===== src/rtl/input_lane_replicator.sv =====
`default_nettype none
// ============================================================================
//  Module   : input_lane_replicator
//  Purpose  : Takes one raw buffer word and emits it as 2^mode beats. Each
//             beat is one chunk of the word, with every LANE_W-bit lane of
//             the chunk repeated 2^mode times, so a reduced-precision operand
//             fills the full datapath width. Mode 0 passes the word through
//             unchanged as a single beat.
//  Ports    : clk, reset_n          - clock, synchronous active-low reset
//             weight_bitwidth       - mode select, captured with each word
//             in_valid / in_ready   - word handshake (upstream side)
//             buffer                - raw word
//             out_valid / out_ready - beat handshake (downstream side)
//             sorted_data           - replicated beat
//             out_last / beat_idx   - final-beat flag and beat index
//             mode_err              - sticky illegal-mode flag
//  Revision : 1.0 - initial release
// ============================================================================
module input_lane_replicator #(
    parameter int DATA_W   = 32,
    parameter int LANE_W   = 2,
    parameter int MAX_MODE = 2,
    localparam int BIDX_W  = (MAX_MODE < 1) ? 1 : MAX_MODE
) (
    input  logic              clk,
    input  logic              reset_n,
    input  logic [1:0]        weight_bitwidth,
    input  logic              in_valid,
    output logic              in_ready,
    input  logic [DATA_W-1:0] buffer,
    output logic              out_valid,
    input  logic              out_ready,
    output logic [DATA_W-1:0] sorted_data,
    output logic              out_last,
    output logic [BIDX_W-1:0] beat_idx,
    output logic              mode_err
);

    // Every mode must split the word into whole lanes.
    if ((DATA_W % (LANE_W * (1 << MAX_MODE))) != 0) begin : g_param_check
        $error("input_lane_replicator: DATA_W must be divisible by LANE_W*2^MAX_MODE");
    end

    typedef enum logic [0:0] {
        ST_IDLE = 1'b0,
        ST_BUSY = 1'b1
    } state_t;

    state_t              state_q, state_d;
    logic [DATA_W-1:0]   word_q, word_d;
    logic [1:0]          mode_q, mode_d;
    logic [BIDX_W-1:0]   cnt_q, cnt_d;
    logic                err_q, err_d;

    logic                w_accept;
    logic                w_beat_hs;
    logic                w_mode_illegal;
    logic [BIDX_W-1:0]   w_last_cnt;
    logic [(MAX_MODE+1)*DATA_W-1:0] w_beats;

    // ------------------------------------------------------------------
    // Beat datapath: for each mode, build every candidate beat from fixed
    // slices of word_q and pick the one addressed by the beat counter.
    // Only registered state feeds this path.
    // ------------------------------------------------------------------
    for (genvar m = 0; m <= MAX_MODE; m++) begin : g_mode
        localparam int R       = 1 << m;
        localparam int CHUNK_W = DATA_W / R;
        localparam int NLANE   = CHUNK_W / LANE_W;

        logic [R*DATA_W-1:0] w_cand;
        logic [DATA_W-1:0]   w_beat;

        for (genvar b = 0; b < R; b++) begin : g_beat
            for (genvar i = 0; i < NLANE; i++) begin : g_lane
                assign w_cand[b*DATA_W + i*LANE_W*R +: LANE_W*R] =
                    {R{word_q[b*CHUNK_W + i*LANE_W +: LANE_W]}};
            end
        end

        always_comb begin
            w_beat = '0;
            for (int b = 0; b < R; b++) begin
                if (cnt_q == BIDX_W'(b)) begin
                    w_beat = w_cand[b*DATA_W +: DATA_W];
                end
            end
        end

        assign w_beats[m*DATA_W +: DATA_W] = w_beat;
    end

    always_comb begin
        sorted_data = '0;
        for (int m = 0; m <= MAX_MODE; m++) begin
            if (32'(mode_q) == m) begin
                sorted_data = w_beats[m*DATA_W +: DATA_W];
            end
        end
    end

    assign w_last_cnt = BIDX_W'((32'd1 << mode_q) - 32'd1);
    assign out_last   = (cnt_q == w_last_cnt);
    assign beat_idx   = cnt_q;
    assign mode_err   = err_q;

    // ------------------------------------------------------------------
    // Control
    // ------------------------------------------------------------------
    assign w_mode_illegal = (32'(weight_bitwidth) > MAX_MODE);

    always_comb begin
        out_valid = (state_q == ST_BUSY);
        w_beat_hs = out_valid && out_ready;
        // A new word may enter on the same edge the final beat leaves,
        // which keeps back-to-back words bubble-free.
        in_ready  = (state_q == ST_IDLE) || (w_beat_hs && out_last);
        w_accept  = in_valid && in_ready;

        state_d = state_q;
        word_d  = word_q;
        mode_d  = mode_q;
        cnt_d   = cnt_q;
        err_d   = err_q;

        case (state_q)
            ST_IDLE: begin
                if (w_accept) begin
                    state_d = ST_BUSY;
                end
            end
            ST_BUSY: begin
                if (w_beat_hs && out_last) begin
                    state_d = w_accept ? ST_BUSY : ST_IDLE;
                end else if (w_beat_hs) begin
                    cnt_d = cnt_q + BIDX_W'(1);
                end
            end
            default: state_d = ST_IDLE;
        endcase

        if (w_accept) begin
            word_d = buffer;
            cnt_d  = '0;
            if (w_mode_illegal) begin
                // Illegal modes fall back to pass-through so data still flows.
                mode_d = 2'd0;
                err_d  = 1'b1;
            end else begin
                mode_d = weight_bitwidth;
            end
        end
    end

    always_ff @(posedge clk) begin
        if (!reset_n) begin
            state_q <= ST_IDLE;
            word_q  <= '0;
            mode_q  <= 2'd0;
            cnt_q   <= '0;
            err_q   <= 1'b0;
        end else begin
            state_q <= state_d;
            word_q  <= word_d;
            mode_q  <= mode_d;
            cnt_q   <= cnt_d;
            err_q   <= err_d;
        end
    end

endmodule
`default_nettype wire

===== config.mk =====
export PLATFORM = sky130hd
export DESIGN_NAME = input_lane_replicator
export DESIGN_NICKNAME = d
export VERILOG_FILES = /design/src/rtl/input_lane_replicator.sv
export SDC_FILE = /design/constraint.sdc
export NUM_CORES = 1
export LEC_CHECK = 0
export ABC_AREA = 1
export CAP_MARGIN = 40
export CORE_UTILIZATION = 53
export CTS_BUF_LIST = sky130_fd_sc_hd__clkbuf_8
export CTS_CLUSTER_SIZE = 40
export DETAILED_ROUTE_END_ITERATION = 8
export HOLD_SLACK_MARGIN = 0.02
export PLACE_DENSITY = 0.95
export SYNTH_ARGS = -nofsm -noshare
export SYNTH_HDL_FRONTEND = slang
export SYNTH_SLANG_ARGS = --single-unit

===== constraint.sdc =====
create_clock -name clk -period 4 [get_ports clk]
set_input_delay 0.4 -clock clk [delete_from_list [all_inputs] [get_ports clk]]
set_output_delay 0.4 -clock clk [all_outputs]
set_load 0.1 [all_outputs]

==> impl_results.md, run 1 <==
- Run status: complete, no violations
- Global placement routability congestion: 0.960
- Asr flop ratio synth: 0
- # setup viols final: 0
- Area grow syn2layout: 30.6%
- CTS tree: built
- Yosys warns: 0
- # fillers: 381
- CP peak stage delay: 0.81 ns
- Slowest CP cell: ha_1
- Multi-input gate area: 0.00150 mm^2
- Slew @ Worst Pin: 0.950 ns
- Synth top area share: 0.287
- Flip-flop and latch count after synthesis: 38
- # nets final: 539
- Relative slew slack: 0.367
- Kind of start point of the critical path: register
- Setup Skew: 0.00449 ns
- Cell variety after synth: 24
- # port buffers: 75
- Top post-synthesis cells by area: dfxtp_1, nand2_1, nand3_1
- Post-CTS sizing: 0
- Largest net degree at the start of global routing: 73
- CTS Buf Count: 5
- Final Max Tran Viols: 0
- Endpoint class of the critical path: output pin
- Clk pwr share: 0.271
- First-pass GRT wire length: 12.4 mm
- Final Critical Period: 3.24 ns
- Synth top cells by count: nand2_1, nand3_1, inv_1
- Register area share after synthesis: 0.287
- Fin crit share: 0.811
- Vias: 3174
- GRT overflow: 0
- Pwr Total: 1510 uW
- H-tree depth: 2
- Post CTS Setup Buffer Count: 0
- Die Wd: 72.7 um
- DP HPWL: 5.57 mm
- Worst Setup Path Type: reg2out
- Ratio of cells with drive above 1 in the final layout: 0.106
- Sw frac: 0.443
- Flop pwr share: 0.294
- WL per Instance: 13.8 um
- ANT cells: 0
- Unrepaired setup endpoints after global routing: false
- Avg Synthesized Cell Area: 6.05 um^2
- P_sw: 668 uW
- Core Box Area: 0.00475 mm^2
- Initial Util: 0.558
- Synthesized area: 0.00265 mm^2
- Ys flop type: dfxtp_1
- Comb pwr share: 0.435
- Fmax: 308 MHz
- Number of flops mapped to enable cells by yosys: 0
- Leak: 0.00177 uW
- Hold buffer count at cts: 0
- Count leader, synth: nand2_1
- Syn Nets: 480
- Post-Route WL: 7.79 mm
- Post-synth top area cell: dfxtp_1
- Worst vdd ir: 0.261 mV
- Routed Antenna Nets: 0
- Min-delay worst type: reg2reg
- Vias per cell: 5.62
- Number of global-route vias before repair: 2754
- Num rows: 25
- Boundary Pins: 76
- CP arrival: 2.84 ns
- Sequential cell area: 761 um^2
- Total track usage: 0.303
- Worst skew pair latency: 0.29 ns
- Max Root-Sink Buffers: 2
- Num Clock Sinks: 38
- CP Cell Sequence: inv_1 -> ha_1 -> nand2_1 -> inv_1 -> nand2_1 -> nand3_1 -> buf_4
- Final Hold Vio Count: 0
- Cells after Synth: 438
- CP Max Fanout: 28
- P_int: 839 uW
- Die Y: 72.7 um
- CTS clk-pin slew, worst paths: 0.08 ns
- CTS Root Cell: clkbuf_8
- Drt first pass iters: 6
- Initial drt markers: 326
- DRC: 0
- Post-route setup TNS: 0 ns
- Worst EP required: 3.60 ns
- Initial antenna violation count: 0
- Pwr/cell area: 435 mW/mm^2
- Max Cap Viol: 0
- DIE AREA: 0.00529 mm^2
cells in the final DEF (no fill, tap or decap), types with 2 or more instances in the layout:
cell,n
clkdlybuf4s50_1,41
nor2_1,43
a31oi_1,7
nand3_1,65
buf_4,34
buf_8,5
bufinv_16,2
a21oi_1,53
nand4_1,2
ha_1,4
clkbuf_8,6
o21ai_0,16
o211ai_1,18
nand2_1,101
inv_1,54
dfxtp_1,38
path summary, 6_finish.rpt:
kind	startpoint	to	slack, ns	cells after the start
worst max-delay path	beat_idx[0]	sorted_data[20]	0.76	7
worst max register to register	mode_q[1]	g_mode[0].w_cand[6]	1.97	8
worst min register to register	mode_err	mode_err	0.46	2
worst min-delay path	mode_err	mode_err	0.46	2
final cells by class:
type                    count  share of cell area
repair buffers             82               0.221
flip-flops and latches     38               0.220
well taps                  67              0.0242
inverters                  55              0.0596
clock inverters             2              0.0173
clock buffers               6              0.0239
multi-input cells         315               0.434
layer usage:
metal,wire [um],track usage,part of all wire
met5,0,0,0
met1,3130,0.377,0.40
met2,3700,0.497,0.47
met3,622,0.0691,0.080
met4,334,0.144,0.043
worst max-delay path: cells and delay by family (launching register included):
family	cells	cell delay [ns]
adder cells (fa/ha/maj)	1	0.81
buffers and inverters	3	0.82
flip-flops	1	0.37
AND/OR/NAND/NOR	3	0.54
cell families (layout without fill, tap and decap cells):
kind of cell               after synthesis  in the layout  share of synthesized area
AOI/OAI and AO/OA                       96             96                      0.202
xor gates and xnor gates                 1              1                    0.00330
adders and majority gates                4              4                     0.0189
buffers and inverters                   85            145                      0.146
DFF                                     38             38                      0.287
and+or+nand+nor                        214            214                      0.342
per-stage QoR:
stage	std cells	instance area (um^2)	util	setup slack (ns)	hold slack, ns
floorplan	438	2650	-	0.619	0.452
global placement	551	3220	0.678	1.31	0.436
detailed placement	557	3320	0.698	1.22	0.443
CTS	565	3460	0.728	0.852	0.455
global route	565	3460	0.728	0.584	0.491
finish	565	3460	0.728	0.757	0.457
state kept, by name, indices dropped and copies added, names as in the netlist:
register and flops:
beat_idx 2, g_mode.w_cand 32, mode_err 1, mode_q 2, out_valid 1
power by group through the flow:
stage	clock, uW	sequential, uW	combinational [uW]
finish	408	443	656
detailed placement	0	450	649
global placement	0	449	628
global route	423	446	688
floorplan	0	448	501
CTS	409	441	652
(Power assumes the default switching activity.)
==> inputs of run 2 (changes only) <==
--- a/config.mk
+++ b/config.mk
@@ -7,12 +7,12 @@
 export LEC_CHECK = 0
 export ABC_AREA = 1
 export CAP_MARGIN = 40
-export CORE_UTILIZATION = 53
+export CORE_UTILIZATION = 50
 export CTS_BUF_LIST = sky130_fd_sc_hd__clkbuf_8
 export CTS_CLUSTER_SIZE = 40
 export DETAILED_ROUTE_END_ITERATION = 8
 export HOLD_SLACK_MARGIN = 0.02
-export PLACE_DENSITY = 0.95
+export PLACE_DENSITY = 0.9
 export SYNTH_ARGS = -nofsm -noshare
 export SYNTH_HDL_FRONTEND = slang
 export SYNTH_SLANG_ARGS = --single-unit
==> constraint.sdc (replaced) <==
create_clock -name clk -period 3.37 [get_ports clk]
set_input_delay 0.337 -clock clk [delete_from_list [all_inputs] [get_ports clk]]
set_output_delay 0.337 -clock clk [all_outputs]
set_load 0.1 [all_outputs]
==> run 2 against run 1 <==
  * Worst hold slack worse by 0.0035 ns
  * Clock power is 16% higher
  * Sequential power up 19%
  * Design area barely moved
==> impl_results.md, run 2 (synthesis gave the netlist of run 1 again) <==
- Run status: complete, no violations (unchanged)
- Slowest CP cell: ha_1 (unchanged)
- CP Max Fanout: 28 (unchanged)
- CTS Buf Count: 5 (unchanged)
- Post-route setup TNS: 0 ns (unchanged)
- DRC: 0 (unchanged)
- # setup viols final: 0 (unchanged)
- Worst EP required: 3.03 ns (was 3.60 ns)
- Max reg flops: 32 (unchanged)
- Placed Area: 0.00333 mm^2 (was 0.00332 mm^2)
- Max Root-Sink Buffers: 2 (unchanged)
- Final Max Tran Viols: 0 (unchanged)
- Die Y: 74.8 um (was 72.7 um)
- Number of global-route vias before repair: 2632 (was 2754)
- Pwr/cell area: 511 mW/mm^2 (was 435 mW/mm^2)
- Post-CTS sizing: 0 (unchanged)
- Num Clock Sinks: 38 (unchanged)
- Endpoint class of the critical path: output pin (unchanged)
- Final Instance Area: 0.00346 mm^2 (about the same)
- First-pass GRT wire length: 11.9 mm (was 12.4 mm)
- CTS tree: built (unchanged)
- Vias: 3084 (was 3174)
- Vias per cell: 5.43 (was 5.62)
- # nets final: 539 (unchanged)
- Global placement routability congestion: 0.907 (was 0.960)
- Worst skew pair latency: 0.30 ns (was 0.29 ns)
- Most common cell after layout, fill and taps aside: nand2_1 (unchanged)
- Post CTS Setup Buffer Count: 0 (unchanged)
- Boundary Pins: 76 (unchanged)
- H-tree depth: 2 (unchanged)
- Unrepaired setup endpoints after global routing: false (unchanged)
- Num rows: 26 (was 25)
- Min-delay worst type: reg2reg (unchanged)
- Area grow syn2layout: 30.6% (about the same)
- Kind of start point of the critical path: register (unchanged)
- Clk pwr share: 0.268 (was 0.271)
- Fmax: 326 MHz
- P_int: 972 uW (was 839 uW)
- Hold buffer count at cts: 0 (unchanged)
- CP peak stage delay: 0.81 ns (about the same)
- Worst vdd ir: 0.316 mV (was 0.261 mV)
- Flop pwr share: 0.299 (was 0.294)
- Relative slew slack: 0.359 (was 0.367)
- Slew @ Worst Pin: 0.961 ns (was 0.950 ns)
- CTS clk-pin slew, worst paths: 0.09 ns (was 0.08 ns)
- GRT overflow: 0 (unchanged)
- Sw frac: 0.450 (was 0.443)
- Routed Antenna Nets: 0 (unchanged)
- Fin crit share: 0.910
- Setup Skew: 0.0124 ns (was 0.00449 ns)
- WL per Instance: 13.5 um (was 13.8 um)
- ANT cells: 0 (unchanged)
- Comb pwr share: 0.433 (was 0.435)
- Leak: 0.00177 uW (about the same)
- DP HPWL: 5.69 mm (was 5.57 mm)
- Die Wd: 74.8 um (was 72.7 um)
- Ratio of cells with drive above 1 in the final layout: 0.108 (was 0.106)
- DIE AREA: 0.00560 mm^2 (was 0.00529 mm^2)
- P_sw: 796 uW (was 668 uW)
- R2R setup slack: 1.25 ns (was 1.97 ns)
- CTS Root Cell: clkbuf_8 (unchanged)
- Most frequent cells in the layout: nand2_1, nand3_1, inv_1 (unchanged)
- CP arrival: 2.73 ns (was 2.84 ns)
- # fillers: 470 (was 381)
- Drt first pass iters: 4 (was 6)
- # port buffers: 75 (unchanged)
- Total track usage: 0.281 (was 0.303)
- CP Cell Sequence: inv_1 -> ha_1 -> nand3_1 -> nand2_1 -> o21ai_0 -> nand2_1 -> o211ai_1 -> nand3_1 -> buf_4 (was inv_1 -> ha_1 -> nand2_1 -> inv_1 -> nand2_1 -> nand3_1 -> buf_4)
- Initial drt markers: 181 (was 326)
- Initial Util: 0.519 (was 0.558)
- Worst Setup Path Type: reg2out (unchanged)
- Largest net degree at the start of global routing: 49 (was 73)
- Initial antenna violation count: 0 (unchanged)
- Core Box Area: 0.00511 mm^2 (was 0.00475 mm^2)
- Max Cap Viol: 0 (unchanged)
- Final Hold Vio Count: 0 (unchanged)
- Final Critical Period: 3.07 ns
- Post-Route WL: 7.67 mm (was 7.79 mm)
[run 2: cell types whose count changed in the layout (fill, tap and decap cells not counted), sizes merged]
| cell | before | now |
|---|---|---|
| clkinv | 0 | 1 |
| buf | 41 | 42 |
| clkdlybuf4s50 | 41 | 40 |
| clkbuf | 6 | 5 |
[run 2: final cells by class]
cell class / count / area (um^2) / area share
Clock buffer: 5 / 68.8 / 0.0199
Clock inverter: 3 / 68.8 / 0.0199
Timing Repair Buffer: 82 / 768 / 0.222
Sequential cell: 38 / 761 / 0.220
Multi-Input combinational cell: 315 / 1500 / 0.434
Tap cell: 70 / 87.6 / 0.0253
Inverter: 55 / 206 / 0.0596
[run 2: worst paths after layout]
| kind | start | end | cells after the start |
|---|---|---|---|
| worst max register to register | mode_q[1] | g_mode[0].w_cand[19] | 9 |
| worst max-delay path | beat_idx[0] | sorted_data[26] | 9 |
| worst min register to register | mode_err | mode_err | 2 |
| worst min-delay path | mode_err | mode_err | 2 |
[run 2: power by group through the flow]
stage          clock network (uW)  registers [uW]  logic [uW]
5_1_grt                       493             532         812
3_3_place_gp                    0             537         748
4_1_cts                       477             526         765
2_1_floorplan                   0             532         594
6_report                      474             529         766
3_5_place_dp                    0             537         764
[run 2: stage by stage]
step	utilization	power [uW]	cells	setup WS, ns	hold slack (ns)
6_report	0.678	1770	568	0.304	0.453
5_1_grt	0.678	1840	568	0.0540	0.507
4_1_cts	0.678	1770	568	0.342	0.458
3_5_place_dp	0.651	1300	560	0.670	0.445
3_3_place_gp	0.633	1290	555	0.748	0.437
2_1_floorplan	-	1130	438	0.0524	0.452
[run 2: critical path, delay by kind of cell (launching register included)]
kind / cells / cell delay (ns)
adders and majority gates: 1 / 0.81
and+or+nand+nor: 4 / 0.55
buffers and inverters: 2 / 0.43
DFF: 1 / 0.36
AOI/OAI and AO/OA: 2 / 0.28
[run 2: routing by layer]
metal | GRT usage | vias up | wire (um)
li1 | - | 1550 | -
met1 | 0.371 | 1411 | 3570
met2 | 0.464 | 104 | 3630
met3 | 0.0348 | 19 | 278
met4 | 0.113 | 0 | 198
met5 | 0 | - | 0
==> inputs of run 3 (changes only) <==
--- a/config.mk
+++ b/config.mk
@@ -11,7 +11,6 @@
 export CTS_BUF_LIST = sky130_fd_sc_hd__clkbuf_8
 export CTS_CLUSTER_SIZE = 40
 export DETAILED_ROUTE_END_ITERATION = 8
-export HOLD_SLACK_MARGIN = 0.02
 export PLACE_DENSITY = 0.9
 export SYNTH_ARGS = -nofsm -noshare
 export SYNTH_HDL_FRONTEND = slang
==> constraint.sdc (replaced) <==
create_clock -name clk -period 3.3 [get_ports clk]
set_input_delay 0.33 -clock clk [delete_from_list [all_inputs] [get_ports clk]]
set_output_delay 0.33 -clock clk [all_outputs]
set_load 0.1 [all_outputs]
==> run 3 against run 2 <==
  * Register-to-register slack worse by 0.06 ns
  * Via count is 1.7% lower
  * Wire length is 3.1% lower
  * Sequential cell count stayed put
  * Count of clock-buffer cells in the layout stayed put
  * Worst hold slack better by 0.018 ns
  * Largest cell class unchanged
  * Largest power group unchanged
==> impl_results.md, run 3 (synthesis gave the netlist of run 1 again) <==
- Max Root-Sink Buffers: 2 (unchanged)
- DIE AREA: 0.00560 mm^2 (unchanged)
- # nets final: 540 (was 539)
- Endpoint class of the critical path: output pin (unchanged)
- Highest Signal Layer: met4 (unchanged)
- Worst vdd ir: 0.290 mV (was 0.316 mV)
- Number of global-route vias before repair: 2621 (was 2632)
- Max Cap Viol: 0 (unchanged)
- Worst Hold End: mode_err (unchanged)
- Initial Util: 0.519 (unchanged)
- Pwr/cell area: 519 mW/mm^2 (was 511 mW/mm^2)
- Drt first pass iters: 6 (was 4)
- WL met3: 415 um (was 278 um)
- Routed Antenna Nets: 0 (unchanged)
- Post-CTS sizing: 0 (unchanged)
- Slowest CP cell: ha_1 (unchanged)
- Final Max Tran Viols: 0 (unchanged)
- CP Max Fanout: 26 (was 28)
- Top Family by Delay on Critical Path: buffers and inverters (was adder cells)
- Total track usage: 0.284 (was 0.281)
- Unrepaired setup endpoints after global routing: false (unchanged)
- WP buf/inv: 3 (was 2)
- Initial drt markers: 201 (was 181)
- GRT overflow: 0 (unchanged)
- Global placement routability congestion: 0.947 (was 0.907)
- DP HPWL: 5.57 mm (was 5.69 mm)
- H-tree depth: 2 (unchanged)
- Fmax: 322 MHz
- Vias: 3032 (was 3084)
- Core Box Area: 0.00511 mm^2 (unchanged)
- Met1 WL: 3.41 mm (was 3.57 mm)
- CP peak stage delay: 0.52 ns (was 0.81 ns)
- Post-Route WL: 7.44 mm (was 7.67 mm)
- Relative slew slack: 0.622 (was 0.359)
- Post-route setup TNS: 0 ns (unchanged)
- Largest net degree at the start of global routing: 48 (was 49)
- DRC: 0 (unchanged)
- Worst skew pair latency: 0.30 ns (about the same)
- Area grow syn2layout: 30.5% (was 30.6%)
- Setup Skew: 0.0144 ns (was 0.0124 ns)
- R2R setup slack: 1.19 ns (was 1.25 ns)
- Final core utilization: 0.677 (was 0.678)
- Cell mode on critical path: nand3_1
- # port buffers: 75 (unchanged)
- Most common cell after layout, fill and taps aside: nand2_1 (unchanged)
- Worst Setup Path Type: reg2out (unchanged)
- Slew @ Worst Pin: 0.567 ns (was 0.961 ns)
- Hold buffer count at cts: 0 (unchanged)
- Kind of start point of the critical path: register (unchanged)
- CTS Buf Count: 5 (unchanged)
- Num rows: 26 (unchanged)
- # setup viols final: 0 (unchanged)
- Worst Reg2Reg Path Length in Cells: 9 (unchanged)
- CTS clk-pin slew, worst paths: 0.08 ns (was 0.09 ns)
- Hold Startpoint: mode_err (unchanged)
- Most frequent cells in the layout: nand2_1, nand3_1, inv_1 (unchanged)
- Final WS setup: 0.197 ns (was 0.304 ns)
- Max reg flops: 32 (unchanged)
- CTS tree: built (unchanged)
- Num Clock Sinks: 38 (unchanged)
- R2r endpoint: g_mode[0].w_cand[9] (was g_mode[0].w_cand[19])
- Launching point of the worst reg2reg path: mode_q[1] (unchanged)
- Ratio of cells with drive above 1 in the final layout: 0.112 (was 0.108)
- ANT cells: 0 (unchanged)
- Worst EP required: 2.97 ns (was 3.03 ns)
- CP Cell Sequence: inv_1 -> ha_1 -> inv_2 -> nand3_1 -> a21oi_1 -> o21ai_0 -> nand3_1 -> buf_4 (was inv_1 -> ha_1 -> nand3_1 -> nand2_1 -> o21ai_0 -> nand2_1 -> o211ai_1 -> nand3_1 -> buf_4)
- Worst slack, placed: 0.645 ns (was 0.670 ns)
- Die Wd: 74.8 um (unchanged)
- Met2 Wirelength: 3.50 mm (was 3.63 mm)
- Final Critical Period: 3.10 ns
- Post CTS Setup Buffer Count: 0 (unchanged)
- Initial antenna violation count: 0 (unchanged)
- CTS Root Cell: clkbuf_8 (unchanged)
- WL per Instance: 13.1 um (was 13.5 um)
- Leak: 0.00177 uW (about the same)
- CP arrival: 2.77 ns (was 2.73 ns)
- Vias per cell: 5.33 (was 5.43)
- Fin crit share: 0.940
- Boundary Pins: 76 (unchanged)
- Die Y: 74.8 um (unchanged)
- Min-delay worst type: reg2reg (unchanged)
- Run status: complete, no violations (unchanged)
- Hold path depth: 2 (unchanged)
- First-pass GRT wire length: 12.1 mm (was 11.9 mm)
- Final Hold Vio Count: 0 (unchanged)
## run 3: cell count changes in the layout (fill, tap and decap cells not counted)
| cell | change |
|---|---|
| buf_16 | -1 |
| buf_4 | +1 |
| buf_8 | +1 |
| dfxtp_1 | -1 |
| dfxtp_2 | +1 |
## run 3: area by class of cell
type	count	area, um^2
timing repair buffer	83	763
clock inverter	3	68.8
tap	70	87.6
inverter	55	206
sequential	38	762
multi-input combinational	315	1500
clock buffer	5	68.8
fill	444	1650
## run 3: worst max path at each step
stage,cells after the start,end,start
final,8,sorted_data[22],beat_idx[1]
after global routing,8,sorted_data[18],beat_idx[1]
after CTS,8,sorted_data[18],beat_idx[1]
after detailed placement,8,sorted_data[18],beat_idx[1]
after global placement,8,sorted_data[20],beat_idx[1]
after floorplan,6,sorted_data[11],beat_idx[1]
## run 3: worst register-to-register path, delay by kind of cell, from the launching register on
family                 cells  cell delay, ns
and+or+nand+nor            8            1.23
DFF                        1            0.38
buffers and inverters      1            0.38
## run 3: layer usage
layer	vias to the layer above	track usage
met5	-	0
met4	0	0.105
met3	12	0.0388
met2	121	0.461
met1	1340	0.384
li1	1559	-
## run 3: power breakdown
part / switching [uW] / internal [uW]
clock network: 173 / 303
logic: 585 / 195
registers: 43.5 / 495
total: 802 / 993
## run 3: stage by stage
stage	hold WS [ns]	instance area, um^2	std cells	total power [uW]
final	0.471	3460	569	1800
after CTS	0.472	3460	569	1800
after detailed placement	0.459	3320	561	1330
after global routing	0.512	3460	569	1880
after global placement	0.438	3240	556	1310
after floorplan	0.452	2650	438	1150
